### config.mk
export PLATFORM = sky130hd
export DESIGN_NAME = color_bar_generator
export DESIGN_NICKNAME = d
export VERILOG_FILES = /design/src/rtl/color_bar_generator.sv
export SDC_FILE = /design/constraint.sdc
export NUM_CORES = 1
export LEC_CHECK = 0
export ABC_CLOCK_PERIOD_IN_PS = 3300
export CORE_UTILIZATION = 43
export DETAILED_ROUTE_END_ITERATION = 10
export SYNTH_ARGS = -nofsm -noshare
export SYNTH_HDL_FRONTEND = slang
export SYNTH_SLANG_ARGS = --single-unit
### constraint.sdc
create_clock -name clk -period 3.3 [get_ports clk]
set_input_delay 0.66 -clock clk [delete_from_list [all_inputs] [get_ports clk]]
set_output_delay 0.66 -clock clk [all_outputs]
set_load 0.01 [all_outputs]
### src/rtl/color_bar_generator.sv
// color_bar_generator
// Free-running raster timing and test-pattern source that emulates an 8-bit
// parallel camera sensor. Produces FV/LV framing, hsync/vsync pulses and an
// 8-bit YUV422 (UYVY) colour-bar pattern or a byte ramp.
//
// Ports:
//   clk   - pixel/byte clock, all logic on the rising edge
//   rstn  - synchronous reset, active-high (historical name)
//   fv    - frame valid
//   lv    - line valid
//   data  - pixel byte, 8'h00 whenever lv is low
//   vsync - vertical sync pulse, active-high, whole lines
//   hsync - horizontal sync pulse, active-high
//
// All outputs are registered decodes of the raster counters, so every output
// lags the counter position it describes by one clock.
module color_bar_generator #(
  parameter int unsigned h_active      = 480,
  parameter int unsigned h_total       = 800,
  parameter int unsigned v_active      = 800,
  parameter int unsigned v_total       = 830,
  parameter int unsigned H_FRONT_PORCH = 40,
  parameter int unsigned H_SYNCH       = 44,
  parameter int unsigned V_FRONT_PORCH = 5,
  parameter int unsigned V_SYNCH       = 5,
  parameter int unsigned mode          = 1
) (
  input  logic       clk,
  input  logic       rstn,
  output logic       fv,
  output logic       lv,
  output logic [7:0] data,
  output logic       vsync,
  output logic       hsync
);

  // One extra bit so the sync end positions (which may equal the total)
  // are always representable.
  localparam int unsigned HW = $clog2(h_total + 1);
  localparam int unsigned VW = $clog2(v_total + 1);

  localparam int unsigned HS_START = h_active + H_FRONT_PORCH;
  localparam int unsigned HS_END   = h_active + H_FRONT_PORCH + H_SYNCH;
  localparam int unsigned VS_START = v_active + V_FRONT_PORCH;
  localparam int unsigned VS_END   = v_active + V_FRONT_PORCH + V_SYNCH;
  localparam int unsigned BAR_W    = h_active / 8;

  logic [HW-1:0] hcnt;
  logic [VW-1:0] vcnt;

  logic          fv_c;
  logic          lv_c;
  logic          hsync_c;
  logic          vsync_c;
  logic [7:0]    data_c;
  logic [HW-1:0] bar_full;
  logic [2:0]    bar;
  logic [7:0]    bar_y;
  logic [7:0]    bar_u;
  logic [7:0]    bar_v;
  logic [7:0]    bar_byte;

  // Timing decode from the current counter position
  always_comb begin
    fv_c    = (vcnt < VW'(v_active));
    lv_c    = fv_c && (hcnt < HW'(h_active));
    hsync_c = (hcnt >= HW'(HS_START)) && (hcnt < HW'(HS_END));
    vsync_c = (vcnt >= VW'(VS_START)) && (vcnt < VW'(VS_END));
  end

  // Bar index: 8 equal-width bars across the active line
  assign bar_full = hcnt / HW'(BAR_W);
  assign bar      = bar_full[2:0];

  always_comb begin
    bar_y = 8'h10;
    bar_u = 8'h80;
    bar_v = 8'h80;
    case (bar)
      3'd0: begin bar_y = 8'hB4; bar_u = 8'h80; bar_v = 8'h80; end // white
      3'd1: begin bar_y = 8'hA2; bar_u = 8'h2C; bar_v = 8'h8E; end // yellow
      3'd2: begin bar_y = 8'h83; bar_u = 8'h9C; bar_v = 8'h2C; end // cyan
      3'd3: begin bar_y = 8'h70; bar_u = 8'h48; bar_v = 8'h3A; end // green
      3'd4: begin bar_y = 8'h54; bar_u = 8'hB8; bar_v = 8'hC6; end // magenta
      3'd5: begin bar_y = 8'h41; bar_u = 8'h64; bar_v = 8'hD4; end // red
      3'd6: begin bar_y = 8'h23; bar_u = 8'hD4; bar_v = 8'h72; end // blue
      default: begin bar_y = 8'h10; bar_u = 8'h80; bar_v = 8'h80; end // black
    endcase
  end

  // UYVY byte order within each 4-byte group
  always_comb begin
    bar_byte = bar_y;
    case (hcnt[1:0])
      2'd0:    bar_byte = bar_u;
      2'd1:    bar_byte = bar_y;
      2'd2:    bar_byte = bar_v;
      default: bar_byte = bar_y;
    endcase
  end

  always_comb begin
    data_c = '0;
    if (lv_c) begin
      if (mode == 1) data_c = bar_byte;
      else           data_c = 8'(hcnt);
    end
  end

  always_ff @(posedge clk) begin
    if (rstn) begin
      hcnt  <= '0;
      vcnt  <= '0;
      fv    <= 1'b0;
      lv    <= 1'b0;
      hsync <= 1'b0;
      vsync <= 1'b0;
      data  <= '0;
    end else begin
      if (hcnt == HW'(h_total - 1)) begin
        hcnt <= '0;
        if (vcnt == VW'(v_total - 1)) vcnt <= '0;
        else                          vcnt <= vcnt + 1'b1;
      end else begin
        hcnt <= hcnt + 1'b1;
      end
      fv    <= fv_c;
      lv    <= lv_c;
      hsync <= hsync_c;
      vsync <= vsync_c;
      data  <= data_c;
    end
  end

endmodule

# Yosys cells after proc, flatten, opt, wreduce, memory -nomap -nowiden
# Cells that the tools add are included.
[totals] register_bits=32 input_bits=2 word_cells=38
[classes] add_sub_neg=2 div_mod_pow=1 magnitude_cmp=6 n_eq_ne=9 mux=5 bitwise_logic=1 n_reduce_logical=7
[ops] op="8-bit one-hot mux with 6 select lines" n=2
[ops] op="8-bit one-hot mux with 7 select lines" n=1
[ops] op="10-bit less-than comparator (second input constant)" n=3
[ops] op="10-bit by 1-bit adder with 10-bit output (second input constant)" n=2
[ops] op="10-bit == test (second input constant)" n=2
[ops] op="10-bit >= comparator (second input constant)" n=2
[ops] op="8-bit one-hot mux with 2 select lines" n=1
[ops] op="10-bit by 6-bit divider with 10-bit output (second input constant)" n=1
[ops] op="10-bit by 9-bit less-than comparator with 1-bit output (second input constant)" n=1
[ops] op="10-bit two-way mux" n=1
[ops] op="3-bit == test (second input constant)" n=3
[ops] op="3-bit by 2-bit == test with 1-bit output (second input constant)" n=2
[ops] op="2-bit OR reduction" n=2
[ops] op="3-bit by 1-bit == test with 1-bit output (second input constant)" n=1
[ops] op="1-bit logical AND" n=3
[ops] op="3-bit logical NOT" n=1
[ops] op="2-bit == test (second input constant)" n=1
[ops] op="2-bit logical NOT" n=1
[ops] op="1-bit inverter" n=1

# Depth between registers and ports, before layout
# Gate-level depths: netlist (run 1).
[depth] ltp_word=4 mapped_depth=11

# Worst setup path after synthesis (run 1)
# No wires, ideal clock.
[synth_timing] path_type="reg2reg" from="register hcnt[5]" to="register data[2]" setup_time_ns=0.103 arrival_time_ns=1.988 t_required_ns=3.197 setup_slack_ns=1.208 path_stages_with_launch=10 path_buffers=1 period_less_slack_ns=2.092 cell_sequence="dfxtp_1 > buf_6 > o211ai_2 > a21bo_4 > a21oi_2 > mux2_4 > o21a_2 > nand3_1 > a21oi_1 > a2111oi_2"
[synth_between] elab_chain_cells=4
[synth_rtl] element="start, declared" line_no="48" text="logic [HW-1:0] hcnt;"
[synth_rtl] element="start signal, assigned" line_no="125" text="hcnt <= hcnt + 1'b1;"
[synth_rtl] element="10-bit by 6-bit divider with 10-bit output or 10-bit by 9-bit less-than comparator with 1-bit output (tied branches)" line_no="72, 66"
[synth_rtl] element="3-bit == test (tied with other cells)" line_no="79" text="case (bar)"
[synth_rtl] element="8-bit one-hot mux with 7 select lines (tied with other cells)" line_no="79"
[synth_rtl] element="8-bit one-hot mux with 2 select lines or 2-bit OR reduction (tied branches)"
[synth_rtl] element="end signal, assigned" line_no="131" text="data <= data_c;"
[synth_rtl] element="end, declared" line_no="32" text="output logic [7:0] data,"
# Parallel ways exist; a longest one is shown, timed or not.
# A chain may end at the register's enable or synchronous reset.

# Worst setup path after layout (run 1)
[layout_timing] from="register hcnt[9]" to="register data[5]"
# Same word-level chain as after synthesis.

==> impl_results.md, run 1 <==
- Min-Delay Path Class: reg2reg
- GRT met3 Usage: 4.64%
- GRT overflow: 0
- WHS: 462 ps
- Antenna Nets Post-Route: 0
- Die area: between 5000 and 6000 µm²
- # resized after CTS: 0
- Antenna violations before repair: 0
- Clk slew on worst S/H paths: 70 ps
- Post-Synthesis Cells: 251
- Initial Utilization: 44.7%
- Top Ports: 14
- Clock root buffer: clkbuf_8
- Design area: 2320 µm²
- Crit start category: register
- Critical path capture point type: register
- Leading area contributor after synthesis: dfxtp_1
- FF-to-FF setup slack: 480 ps
- Minimum clock period: 2820 ps
- Power density over the cells: 379 nW/µm²
- Die H: 71.8 µm
- Vias in the first global route: 1465
- Req. time, crit path: 3490 ps
- CTS buffer count: 5
- Routed len/inst: about 13 µm
- Post-synthesis async set-or-reset flop share: 0%
- Worst reg2reg path depth: 8
- Synth Register Bits: 32
- Slew Viols, Final: 0
- Period utilization: 85.4%
- CTS tree: built
- CTS hold repair buffers: 0
- Max VDD drop: 0.204 mV
- Sequential cell area fraction in the yosys report: 30.5%
- Row cnt: 25
- Outcome: complete, no violations
- Met1 Use GR: 25.0%
- RR Startpoint: hcnt[9]
- Largest net degree at the start of global routing: 18
- H-tree Lvls: 2
- Hold Violations, Final: 0
- Synth top area share: around 30%
- Met2 Use GR: approximately 25%
- Synth Flop Type: dfxtp_1
- Multi-input combinational cell area: 1280 µm²
- Synth top cells by count: 32 x dfxtp_1, 27 x nor2_1, 24 x nand2_1, 17 x a21oi_1, 12 x inv_1
- Worst Path Arrival: 3010 ps
- Max Freq: 355 MHz
- Register area: between 600 and 700 µm²
- Number of port buffers: 13
- Critical path origin: hcnt[9]
- Max-slew headroom: 47.9%
- Worst clock skew: between 9 and 10 ps
- Setup CP Type: reg2reg
- Total clock sinks: 32
- Post-Syn Area per Cell: 8.35 µm²
- Synth cell types: 61
- Drt pass-1 iters: 4
- MaxCap Viol Count: 0
- Setup Fix Bufs, Post-CTS: 0
- Via density: 5.49
- Layout area overhead: 10.8%
- Crit Reg-Reg Endpoint: data[5]
- Net Count, Synth: 259
- Final GP Congestion: 0.784
- Power Total: 0.881 mW
- Number of fillers in the final layout: 463
- Post-DP HPWL: 2.90 mm
- CP max FO: 17
- Setup-failing EPs final: 0
- GR Util All Layers: roughly 17%
- CTS max path bufs: 2
- Final WL: around 4 mm
- Most common cell in the netlist: dfxtp_1
- Setup crit end: data[5]
- Worst path max stage delay: 670 ps
- N_diodes: 0
- Actual slew at the worst max-slew pin: 779 ps
- DRC Markers: 0
- Share of cells above drive strength 1: 13.9%
- Final nets: 266
- RSZ-0062 raised after global routing: false
- Placeable core area: 4690 µm²
- Slowest CP cell: dfxtp_1
- Die X: 71.8 µm
- Placed inst area: roughly 2200 µm²
- Vias: 1718
- Final design utilization: 49.5%
- Post-Syn Area: around 2100 µm²
- Drt first-iter violations: between 150 and 200
- Setup TNS: 0 ps
- Worst-skew pair later-pin latency: 280 ps
- Gr busiest metal: met2
- Post-synth EDFFs: 0
- Synth warn: 0
- Leakage: around 0.85 nW
- Crit-path cells: nand2_2 -> a21bo_4 -> a21oi_2 -> mux2_4 -> o211ai_2 -> or2_0 -> a21oi_1 -> nor3_1
- First-pass GRT wire length: between 6 and 7 mm
- Synth top area cells: dfxtp_1 31%, nor2_1 4.8%, nand2_1 4.3%, a21oi_1 4.1%, buf_6 3.8%
[worst min-delay path by stage]
stage / start / endpoint / slack [ps] / depth (start not counted)
final: hcnt[0] / hcnt[0] / 460 / 1
after global routing: hcnt[0] / hcnt[0] / 510 / 1
after CTS: hcnt[0] / hcnt[0] / 470 / 1
after detailed placement: hcnt[0] / hcnt[0] / 460 / 1
after global placement: hcnt[0] / hcnt[0] / 450 / 1
after floorplan: hcnt[0] / hcnt[0] / 430 / 1
[layout make-up]
type	instances	area share, %
tap	54	2.91
clock inverter	1	1.29
clock buffer	7	4.15
sequential	32	27.6
multi-input combinational	189	54.9
timing repair buffer	18	7.22
inverter	12	1.94
[placed cells by master (no fill, tap or decap), drive strengths merged, types with 2 or more instances in the layout]
cell / synthesis / routed
ha: 6 / 6
o22ai: 2 / 2
nand2: 26 / 26
nor3: 7 / 7
o21a: 2 / 2
buf: 15 / 5
a31oi: 5 / 5
nor4: 2 / 2
nor2: 27 / 27
o32ai: 2 / 2
clkdlybuf4s50: 0 / 13
and3: 3 / 3
xnor2: 7 / 7
inv: 12 / 12
nor3b: 3 / 3
or3: 4 / 4
xor2: 9 / 9
o211ai: 6 / 6
o221ai: 3 / 3
o21ai: 12 / 12
a2111oi: 3 / 3
dfxtp: 32 / 32
a21oi: 19 / 19
nand4: 6 / 6
and2: 2 / 2
clkbuf: 3 / 7
nand3: 10 / 10
o21bai: 2 / 2
or2: 2 / 2
[per-layer routing]
layer  share of wire, %  up-vias
met5                  0        -
met4               0.77        0
met3                3.7        4
met2                 44       32
met1                 52      774
li1                   -      908
[worst max-delay path: cells and delay by family, from the launching register on]
family | cells | cell delay [ps]
mux | 1 | 330
flops | 1 | 670
compound gates | 4 | 1170
simple gates | 3 | 550
[per-stage QoR]
stage                     setup slack, ps  instances
after floorplan                      1210        251
after global placement                603        305
after detailed placement              519        305
after CTS                             505        313
after global routing                  240        313
final                                 483        313
[sequential cells by signal, indices dropped and copies added (netlist names)]
name	flops
vcnt	10
lv	1
data	8
hsync	1
fv	1
hcnt	10
vsync	1
[kinds of logic (layout without fill, tap and decap cells)]
kind of cell    Yosys count  in the layout  share of synthesized area, %
compound gates           66             66                          25.3
fa+ha+maj                 7              7                          4.12
flops                    32             32                          30.5
simple gates             99             99                          24.0
mux                       1              1                         0.716
buf+inv                  30             38                          8.59
xor+xnor                 16             16                          6.68
[power by group]
group | total, mW | internal (mW) | switching, mW
combinational | 0.0721 | 0.0311 | 0.0409
sequential | 0.400 | 0.395 | 0.00508
clock | 0.409 | 0.266 | 0.142
total | 0.881 | 0.693 | 0.188
Power figures use the tool's default switching activity.
==> run 2, diff against run 1 <==
--- a/config.mk
+++ b/config.mk
@@ -8,6 +8,7 @@
 export ABC_CLOCK_PERIOD_IN_PS = 3300
 export CORE_UTILIZATION = 43
 export DETAILED_ROUTE_END_ITERATION = 10
+export HOLD_SLACK_MARGIN = 0.03
 export SYNTH_ARGS = -nofsm -noshare
 export SYNTH_HDL_FRONTEND = slang
 export SYNTH_SLANG_ARGS = --single-unit
==> results of run 2 <==
Final layout, timing and power as in run 1 (identical DEF).
==> run 3, diff against run 2 <==
--- a/config.mk
+++ b/config.mk
@@ -12,3 +12,4 @@
 export SYNTH_ARGS = -nofsm -noshare
 export SYNTH_HDL_FRONTEND = slang
 export SYNTH_SLANG_ARGS = --single-unit
+export TNS_END_PERCENT = 5
==> results of run 3 <==
Final layout, timing and power as in run 1 (identical DEF).
